## config.mk

```make
export PLATFORM = sky130hd
export DESIGN_NAME = muldiv_unit
export DESIGN_NICKNAME = d
export VERILOG_FILES = /design/src/rtl/muldiv_unit.sv
export SDC_FILE = /design/constraint.sdc
export NUM_CORES = 1
export LEC_CHECK = 0
export CORE_MARGIN = 2
export CORE_UTILIZATION = 40
export DETAILED_ROUTE_END_ITERATION = 6
export PLACE_DENSITY_LB_ADDON = 0.05
export SETUP_SLACK_MARGIN = 0.3
export SLEW_MARGIN = 40
export SYNTH_ARGS = -nofsm -noshare
export SYNTH_HDL_FRONTEND = slang
export SYNTH_SLANG_ARGS = --single-unit
```

## constraint.sdc

```tcl
create_clock -name clk -period 4.85 [get_ports clk]
set_clock_uncertainty 0.15 [all_clocks]
set_input_delay 0.97 -clock clk [delete_from_list [all_inputs] [get_ports clk]]
set_output_delay 0.97 -clock clk [all_outputs]
set_load 0.02 [all_outputs]
```

## src/rtl/muldiv_unit.sv

```systemverilog
// -----------------------------------------------------------------------------
// muldiv_unit
//   Iterative integer multiply / divide unit. A request is accepted in IDLE,
//   the operands are reduced to magnitudes, WIDTH shift-add (multiply) or
//   restoring shift-subtract (divide) iterations run in CALC, and FIX applies
//   the sign correction and commits the result to hi/lo with a done pulse.
//
//   Build option:
//     MULDIV_DIV0_FLAG_EN  defined   -> DIV/DIVU with b == 0 skip CALC, keep
//                                       hi/lo and raise div0 with done.
//                          undefined -> div0 tied low; divide by zero runs the
//                                       full iteration count and yields the
//                                       natural restoring-divider result.
//
//   Ports:
//     clk    in   clock, all state changes on rising edge
//     rstn   in   asynchronous active-low reset
//     start  in   request, sampled only in IDLE
//     op     in   [1:0] 00 MULT, 01 MULTU, 10 DIV, 11 DIVU
//     a      in   [WIDTH-1:0] multiplicand / dividend
//     b      in   [WIDTH-1:0] multiplier / divisor
//     flush  in   synchronous abort of an in-flight operation
//     busy   out  operation in flight
//     done   out  one-cycle pulse, hi/lo updated
//     hi     out  [WIDTH-1:0] product upper half / remainder
//     lo     out  [WIDTH-1:0] product lower half / quotient
//     div0   out  divide-by-zero flag (see build option)
// -----------------------------------------------------------------------------
module muldiv_unit #(
    parameter int WIDTH = 32
) (
    input  logic             clk,
    input  logic             rstn,
    input  logic             start,
    input  logic [1:0]       op,
    input  logic [WIDTH-1:0] a,
    input  logic [WIDTH-1:0] b,
    input  logic             flush,
    output logic             busy,
    output logic             done,
    output logic [WIDTH-1:0] hi,
    output logic [WIDTH-1:0] lo,
    output logic             div0
);

    localparam int CNT_W = $clog2(WIDTH + 1);

    localparam logic [WIDTH-1:0]   ZERO_W   = {WIDTH{1'b0}};
    localparam logic [WIDTH-1:0]   ONE_W    = {{(WIDTH-1){1'b0}}, 1'b1};
    localparam logic [2*WIDTH-1:0] ONE_2W   = {{(2*WIDTH-1){1'b0}}, 1'b1};
    localparam logic [CNT_W-1:0]   CNT_ZERO = {CNT_W{1'b0}};
    localparam logic [CNT_W-1:0]   CNT_ONE  = {{(CNT_W-1){1'b0}}, 1'b1};
    localparam logic [CNT_W-1:0]   CNT_LOAD = CNT_W'(WIDTH);

    typedef enum logic [1:0] {
        ST_IDLE = 2'b00,
        ST_CALC = 2'b01,
        ST_FIX  = 2'b10
    } state_t;

    state_t           state_r;
    logic [CNT_W-1:0] cnt_r;
    logic             op_div_r;     // 1: divide, 0: multiply
    logic             res_neg_r;    // product / quotient must be negated
    logic             rem_neg_r;    // remainder must be negated
    logic [WIDTH-1:0] m_r;          // multiplicand or divisor magnitude
    logic [WIDTH-1:0] acc_hi_r;     // partial product high / partial remainder
    logic [WIDTH-1:0] acc_lo_r;     // multiplier-shift / dividend-quotient shift
    logic [WIDTH-1:0] hi_r;
    logic [WIDTH-1:0] lo_r;
    logic             done_r;
    logic             busy_r;
`ifdef MULDIV_DIV0_FLAG_EN
    logic             div0_r;
    logic             div0_pend_r;  // this operation was a divide by zero
    logic             div0_hit_s;
`endif

    // Acceptance-time operand conditioning
    logic             signed_op_s;
    logic             a_neg_s;
    logic             b_neg_s;
    logic [WIDTH-1:0] a_mag_s;
    logic [WIDTH-1:0] b_mag_s;
    logic [WIDTH-1:0] load_m_s;
    logic [WIDTH-1:0] load_lo_s;

    // One iteration step
    logic [WIDTH:0]     mul_sum_s;
    logic [WIDTH:0]     div_shift_s;
    logic [WIDTH+1:0]   div_diff_s;
    logic               div_ok_s;
    logic [WIDTH-1:0]   step_hi_s;
    logic [WIDTH-1:0]   step_lo_s;

    // Sign correction
    logic [2*WIDTH-1:0] prod_s;
    logic [2*WIDTH-1:0] prod_fix_s;
    logic [WIDTH-1:0]   quo_fix_s;
    logic [WIDTH-1:0]   rem_fix_s;
    logic [WIDTH-1:0]   fix_hi_s;
    logic [WIDTH-1:0]   fix_lo_s;

    // Operand magnitudes and load values for a new request
    always_comb begin
        signed_op_s = ~op[0];
        a_neg_s     = signed_op_s & a[WIDTH-1];
        b_neg_s     = signed_op_s & b[WIDTH-1];
        a_mag_s     = a;
        b_mag_s     = b;
        if (a_neg_s) begin
            a_mag_s = ~a + ONE_W;
        end else begin
            a_mag_s = a;
        end
        if (b_neg_s) begin
            b_mag_s = ~b + ONE_W;
        end else begin
            b_mag_s = b;
        end
        // Divide keeps the divisor in m_r and shifts the dividend out of the
        // low register; multiply keeps the multiplicand and shifts the
        // multiplier.
        if (op[1]) begin
            load_m_s  = b_mag_s;
            load_lo_s = a_mag_s;
        end else begin
            load_m_s  = a_mag_s;
            load_lo_s = b_mag_s;
        end
    end

`ifdef MULDIV_DIV0_FLAG_EN
    // Divide-by-zero detection at acceptance
    always_comb begin
        div0_hit_s = op[1] & (b == ZERO_W);
    end
`endif

    // Single iteration of shift-add multiply or restoring divide
    always_comb begin
        // Multiply: add multiplicand when the current multiplier bit is set,
        // then shift the whole {carry, hi, lo} right by one.
        mul_sum_s   = {1'b0, acc_hi_r} + (acc_lo_r[0] ? {1'b0, m_r} : {(WIDTH+1){1'b0}});
        // Divide: bring the next dividend bit into the partial remainder and
        // try to subtract the divisor; the extra top bit is the borrow.
        div_shift_s = {acc_hi_r, acc_lo_r[WIDTH-1]};
        div_diff_s  = {1'b0, div_shift_s} - {2'b00, m_r};
        div_ok_s    = ~div_diff_s[WIDTH+1];
        if (op_div_r) begin
            if (div_ok_s) begin
                step_hi_s = div_diff_s[WIDTH-1:0];
            end else begin
                step_hi_s = div_shift_s[WIDTH-1:0];
            end
            step_lo_s = {acc_lo_r[WIDTH-2:0], div_ok_s};
        end else begin
            step_hi_s = mul_sum_s[WIDTH:1];
            step_lo_s = {mul_sum_s[0], acc_lo_r[WIDTH-1:1]};
        end
    end

    // Sign correction of the raw magnitude result
    always_comb begin
        prod_s = {acc_hi_r, acc_lo_r};
        if (res_neg_r) begin
            prod_fix_s = ~prod_s + ONE_2W;
            quo_fix_s  = ~acc_lo_r + ONE_W;
        end else begin
            prod_fix_s = prod_s;
            quo_fix_s  = acc_lo_r;
        end
        if (rem_neg_r) begin
            rem_fix_s = ~acc_hi_r + ONE_W;
        end else begin
            rem_fix_s = acc_hi_r;
        end
        if (op_div_r) begin
            fix_hi_s = rem_fix_s;
            fix_lo_s = quo_fix_s;
        end else begin
            fix_hi_s = prod_fix_s[2*WIDTH-1:WIDTH];
            fix_lo_s = prod_fix_s[WIDTH-1:0];
        end
    end

    // Control FSM with datapath registers and registered outputs
    always_ff @(posedge clk or negedge rstn) begin
        if (!rstn) begin
            state_r     <= ST_IDLE;
            cnt_r       <= CNT_ZERO;
            op_div_r    <= 1'b0;
            res_neg_r   <= 1'b0;
            rem_neg_r   <= 1'b0;
            m_r         <= ZERO_W;
            acc_hi_r    <= ZERO_W;
            acc_lo_r    <= ZERO_W;
            hi_r        <= ZERO_W;
            lo_r        <= ZERO_W;
            done_r      <= 1'b0;
            busy_r      <= 1'b0;
`ifdef MULDIV_DIV0_FLAG_EN
            div0_r      <= 1'b0;
            div0_pend_r <= 1'b0;
`endif
        end else begin
            done_r <= 1'b0;
`ifdef MULDIV_DIV0_FLAG_EN
            div0_r <= 1'b0;
`endif
            case (state_r)
                ST_IDLE: begin
                    // flush in IDLE blocks a simultaneous start
                    if (start && !flush) begin
                        op_div_r  <= op[1];
                        res_neg_r <= a_neg_s ^ b_neg_s;
                        rem_neg_r <= a_neg_s;
                        m_r       <= load_m_s;
                        acc_hi_r  <= ZERO_W;
                        acc_lo_r  <= load_lo_s;
                        cnt_r     <= CNT_LOAD;
                        busy_r    <= 1'b1;
`ifdef MULDIV_DIV0_FLAG_EN
                        if (div0_hit_s) begin
                            state_r     <= ST_FIX;
                            div0_pend_r <= 1'b1;
                        end else begin
                            state_r     <= ST_CALC;
                            div0_pend_r <= 1'b0;
                        end
`else
                        state_r   <= ST_CALC;
`endif
                    end else begin
                        state_r <= ST_IDLE;
                        busy_r  <= 1'b0;
                    end
                end
                ST_CALC: begin
                    if (flush) begin
                        state_r <= ST_IDLE;
                        busy_r  <= 1'b0;
                        cnt_r   <= CNT_ZERO;
                    end else begin
                        acc_hi_r <= step_hi_s;
                        acc_lo_r <= step_lo_s;
                        cnt_r    <= cnt_r - CNT_ONE;
                        if (cnt_r == CNT_ONE) begin
                            state_r <= ST_FIX;
                        end else begin
                            state_r <= ST_CALC;
                        end
                    end
                end
                ST_FIX: begin
                    if (flush) begin
                        state_r <= ST_IDLE;
                        busy_r  <= 1'b0;
                    end else begin
`ifdef MULDIV_DIV0_FLAG_EN
                        if (div0_pend_r) begin
                            div0_r <= 1'b1;
                        end else begin
                            hi_r <= fix_hi_s;
                            lo_r <= fix_lo_s;
                        end
                        div0_pend_r <= 1'b0;
`else
                        hi_r <= fix_hi_s;
                        lo_r <= fix_lo_s;
`endif
                        done_r  <= 1'b1;
                        busy_r  <= 1'b0;
                        state_r <= ST_IDLE;
                    end
                end
                default: begin
                    state_r <= ST_IDLE;
                    busy_r  <= 1'b0;
                    cnt_r   <= CNT_ZERO;
                end
            endcase
        end
    end

    assign busy = busy_r;
    assign done = done_r;
    assign hi   = hi_r;
    assign lo   = lo_r;
`ifdef MULDIV_DIV0_FLAG_EN
    assign div0 = div0_r;
`else
    assign div0 = 1'b0;
`endif

endmodule

```

==> flow_summary.yaml <==
setup_path:
  cp_max_fo: 17
  startpoint_type: "flop"
  crit_arrival_ps: 4380
  required_ps: 5050
  end_kind: "flop"
  critPathKind: "reg2reg"
synth:
  ys_ff_latch: 173
  yosysMostFrequentCell: "o21ai_0"
  yosysTopAreaCell: "dfrtp_1"
  synthTopCellsByCount: "o21ai_0 (239), nand2_1 (218), nor2_1 (193)"
  synth.area.mux_share: 0.0302
  synth-simple-area-share: 0.190
  yosys.area_share.xor_xnor: 0.107
  synth-adder-area-share: 0.0649
  synthFlopType: "dfrtp_1"
  synth_edf_count: 0
  async_flop_share: 1.00
  synthTopCellsByArea: "dfrtp_1 (31%), o21ai_0 (8.5%), a21oi_1 (6.7%)"
  synth-seq-area-share: 0.307
  synth_nets: 1983
  postSynthCellCount: 1841
  synth_area_per_cell_um2: 7.66
  yosysWarningCount: 0
  synth_top_family_by_area: "compound AO/OA/AOI/OAI gates"
  yosys.area.top_type_share: 0.307
  yosysUniqueCellTypes: 72
  synth_compound_area_frac: 0.255
  synth_area_um2: 14100
detailed_routing:
  routed_wl_mm: 47.0
  via_per_inst: 5.60
  firstDrtPassIters: 5
  via_count: 13400
  drt_iter0_drc: 814
  highest_layer: "met4"
  met2WireLength_mm: 20.3
  wl_met1_mm: 22.9
  wl_per_cell_um: 19.7
  wl_met3_mm: 2.78
  antenna_left: 0
  drc: 0
place:
  place_area_um2: 15900
  pre_cts_ws_ps: 315
  place_hpwl_mm: 35.9
  io_buffers: 135
  place_congestion: 0.903
  dp.cells: 2356
pwr:
  p_leak_nw: 6.92
  total_power_w: 0.00965
  peakVddDrop_uv: 306
  powerDensity_nw_per_um2: 585
clocking:
  clk_latency_ps: 470
  clockBufferDepth: 2
  cts.sinks: 173
  cts_max_level: 4
  cts_resized: 0
  cts_root_buf: "clkbuf_16"
  cts_hold_buf: 0
  cts_setup_buffers: 0
  clk_pin_slew_ps: 80
  numCtsBuffers: 17
  cts_tree: "yes"
global_routing:
  grt_antenna_before_repair: 0
  grt_pass1_vias: 12700
  grtUsageTotal: 0.259
  grt_pass1_wl_mm: 72.9
  grt_max_degree: 126
  grt_overflow: 0
timing:
  hold_violations: 0
  grt_setup_unrepaired: "false"
  drv_slew: 0
  tightest_slew_ps: 794
  setup_slack_ps: 675
  slew_headroom: 0.470
  period_share: 0.861
  fmax_mhz: 240
  fin_crit_ps: 4180
  finalSetupTns_ps: 0
  setup_viol: 0
floorplanning:
  row_count: 68
  dieArea_um2: 36800
  coreArea_um2: 34600
  die_w_um: 192
  dieHeight_um: 192
  start_util: 0.407
  io_pins: 137
run:
  cap_violations: 0
min_path:
  hp-class: "reg2reg"
layout:
  num-fill-cells: 3546
  drive_above_1_share: 0.0497
  instances_no_fill: 2390
  multiInputGateArea_um2: 9160
  areaGrowthSynthToFinish_pct: 17.0
  nets: 2062
  final_area_um2: 16500
  regArea_um2: 4330
run_status:
  status: "completed"
## path summary, 6_finish.rpt
check,slack (ps),start,to,depth (start not counted)
min in group asynchronous,360,rstn,hi[12]$_DFFE_PN0P_,1
hold reg to reg,330,hi[30]$_DFFE_PN0P_,hi[30]$_DFFE_PN0P_,2
setup reg to reg,670,acc_lo_r[0]$_DFFE_PN0P_,acc_hi_r[30]$_DFFE_PN0P_,13
setup / recovery,670,acc_lo_r[0]$_DFFE_PN0P_,acc_hi_r[30]$_DFFE_PN0P_,13
hold / removal,330,hi[30]$_DFFE_PN0P_,hi[30]$_DFFE_PN0P_,2
max in group asynchronous,3260,rstn,done$_DFF_PN0_,2
## state kept, by name, indices dropped and copies added (netlist names)
signal / count
rem_neg_r: 1
lo: 32
hi: 32
acc_hi_r: 32
res_neg_r: 1
cnt_r: 6
m_r: 32
op_div_r: 1
acc_lo_r: 32
state_r: 2
done: 1
busy: 1
## routing by layer
metal | GRT usage | vias up
met4 | 0.0746 | 0
met2 | 0.390 | 356
li1 | - | 6690
met5 | 0 | -
met1 | 0.377 | 6279
met3 | 0.0473 | 62
## cells by family (layout without fill, tap and decap cells)
logic type,count (synthesis),count (layout)
other,1,3
XOR/XNOR,172,172
AND/OR/NAND/NOR,597,597
multiplexers,42,42
AO/OA/AOI/OAI,613,613
adder cells (fa/ha/maj),72,72
buffers and inverters,171,263
flip-flops,173,173
## critical path, cell delays in order, from the launching register on
cell      delay (ps)
dfrtp_1          390
clkinv_1         460
nor2_1           250
ha_1             290
o21ai_0          230
o21bai_1         130
and4_1           270
o21ai_0          520
a31oi_1          250
o211ai_1         280
nand2b_1         190
a21oi_1          220
xnor2_1           80
a221o_1          330
## layout make-up
cell class                      count  share of cell area
Sequential cell                   173               0.262
Antenna cell                        2            0.000303
Tap cell                          455              0.0345
Multi-Input combinational cell   1497               0.555
Clock inverter                     14             0.00826
Inverter                           65              0.0148
Timing Repair Buffer              166              0.0982
Clock buffer                       18              0.0266
## per-stage QoR
stage / util / hold WS (ps)
after floorplan: - / 300
after global placement: 0.459 / 310
after detailed placement: 0.460 / 319
after CTS: 0.476 / 335
after global routing: 0.476 / 350
final: 0.477 / 329
## cells in the final DEF, fill, tap and decap left out, types with 27 or more instances in the layout
cell / count
o21ai_0: 239
nand2_1: 218
nor2_1: 191
a21oi_1: 186
dfrtp_1: 172
clkdlybuf4s50_1: 133
xor2_1: 96
xnor2_1: 76
ha_1: 70
inv_1: 63
mux2i_1: 37
nor3_1: 34
nand3_1: 30
buf_4: 27
## report_power, final
group / switching (W) / internal [W] / total, W
clock network: 0.000693 / 0.000696 / 0.00139
logic: 0.00331 / 0.00233 / 0.00563
registers: 0.000697 / 0.00193 / 0.00263
Power figures use the tool's default switching activity.
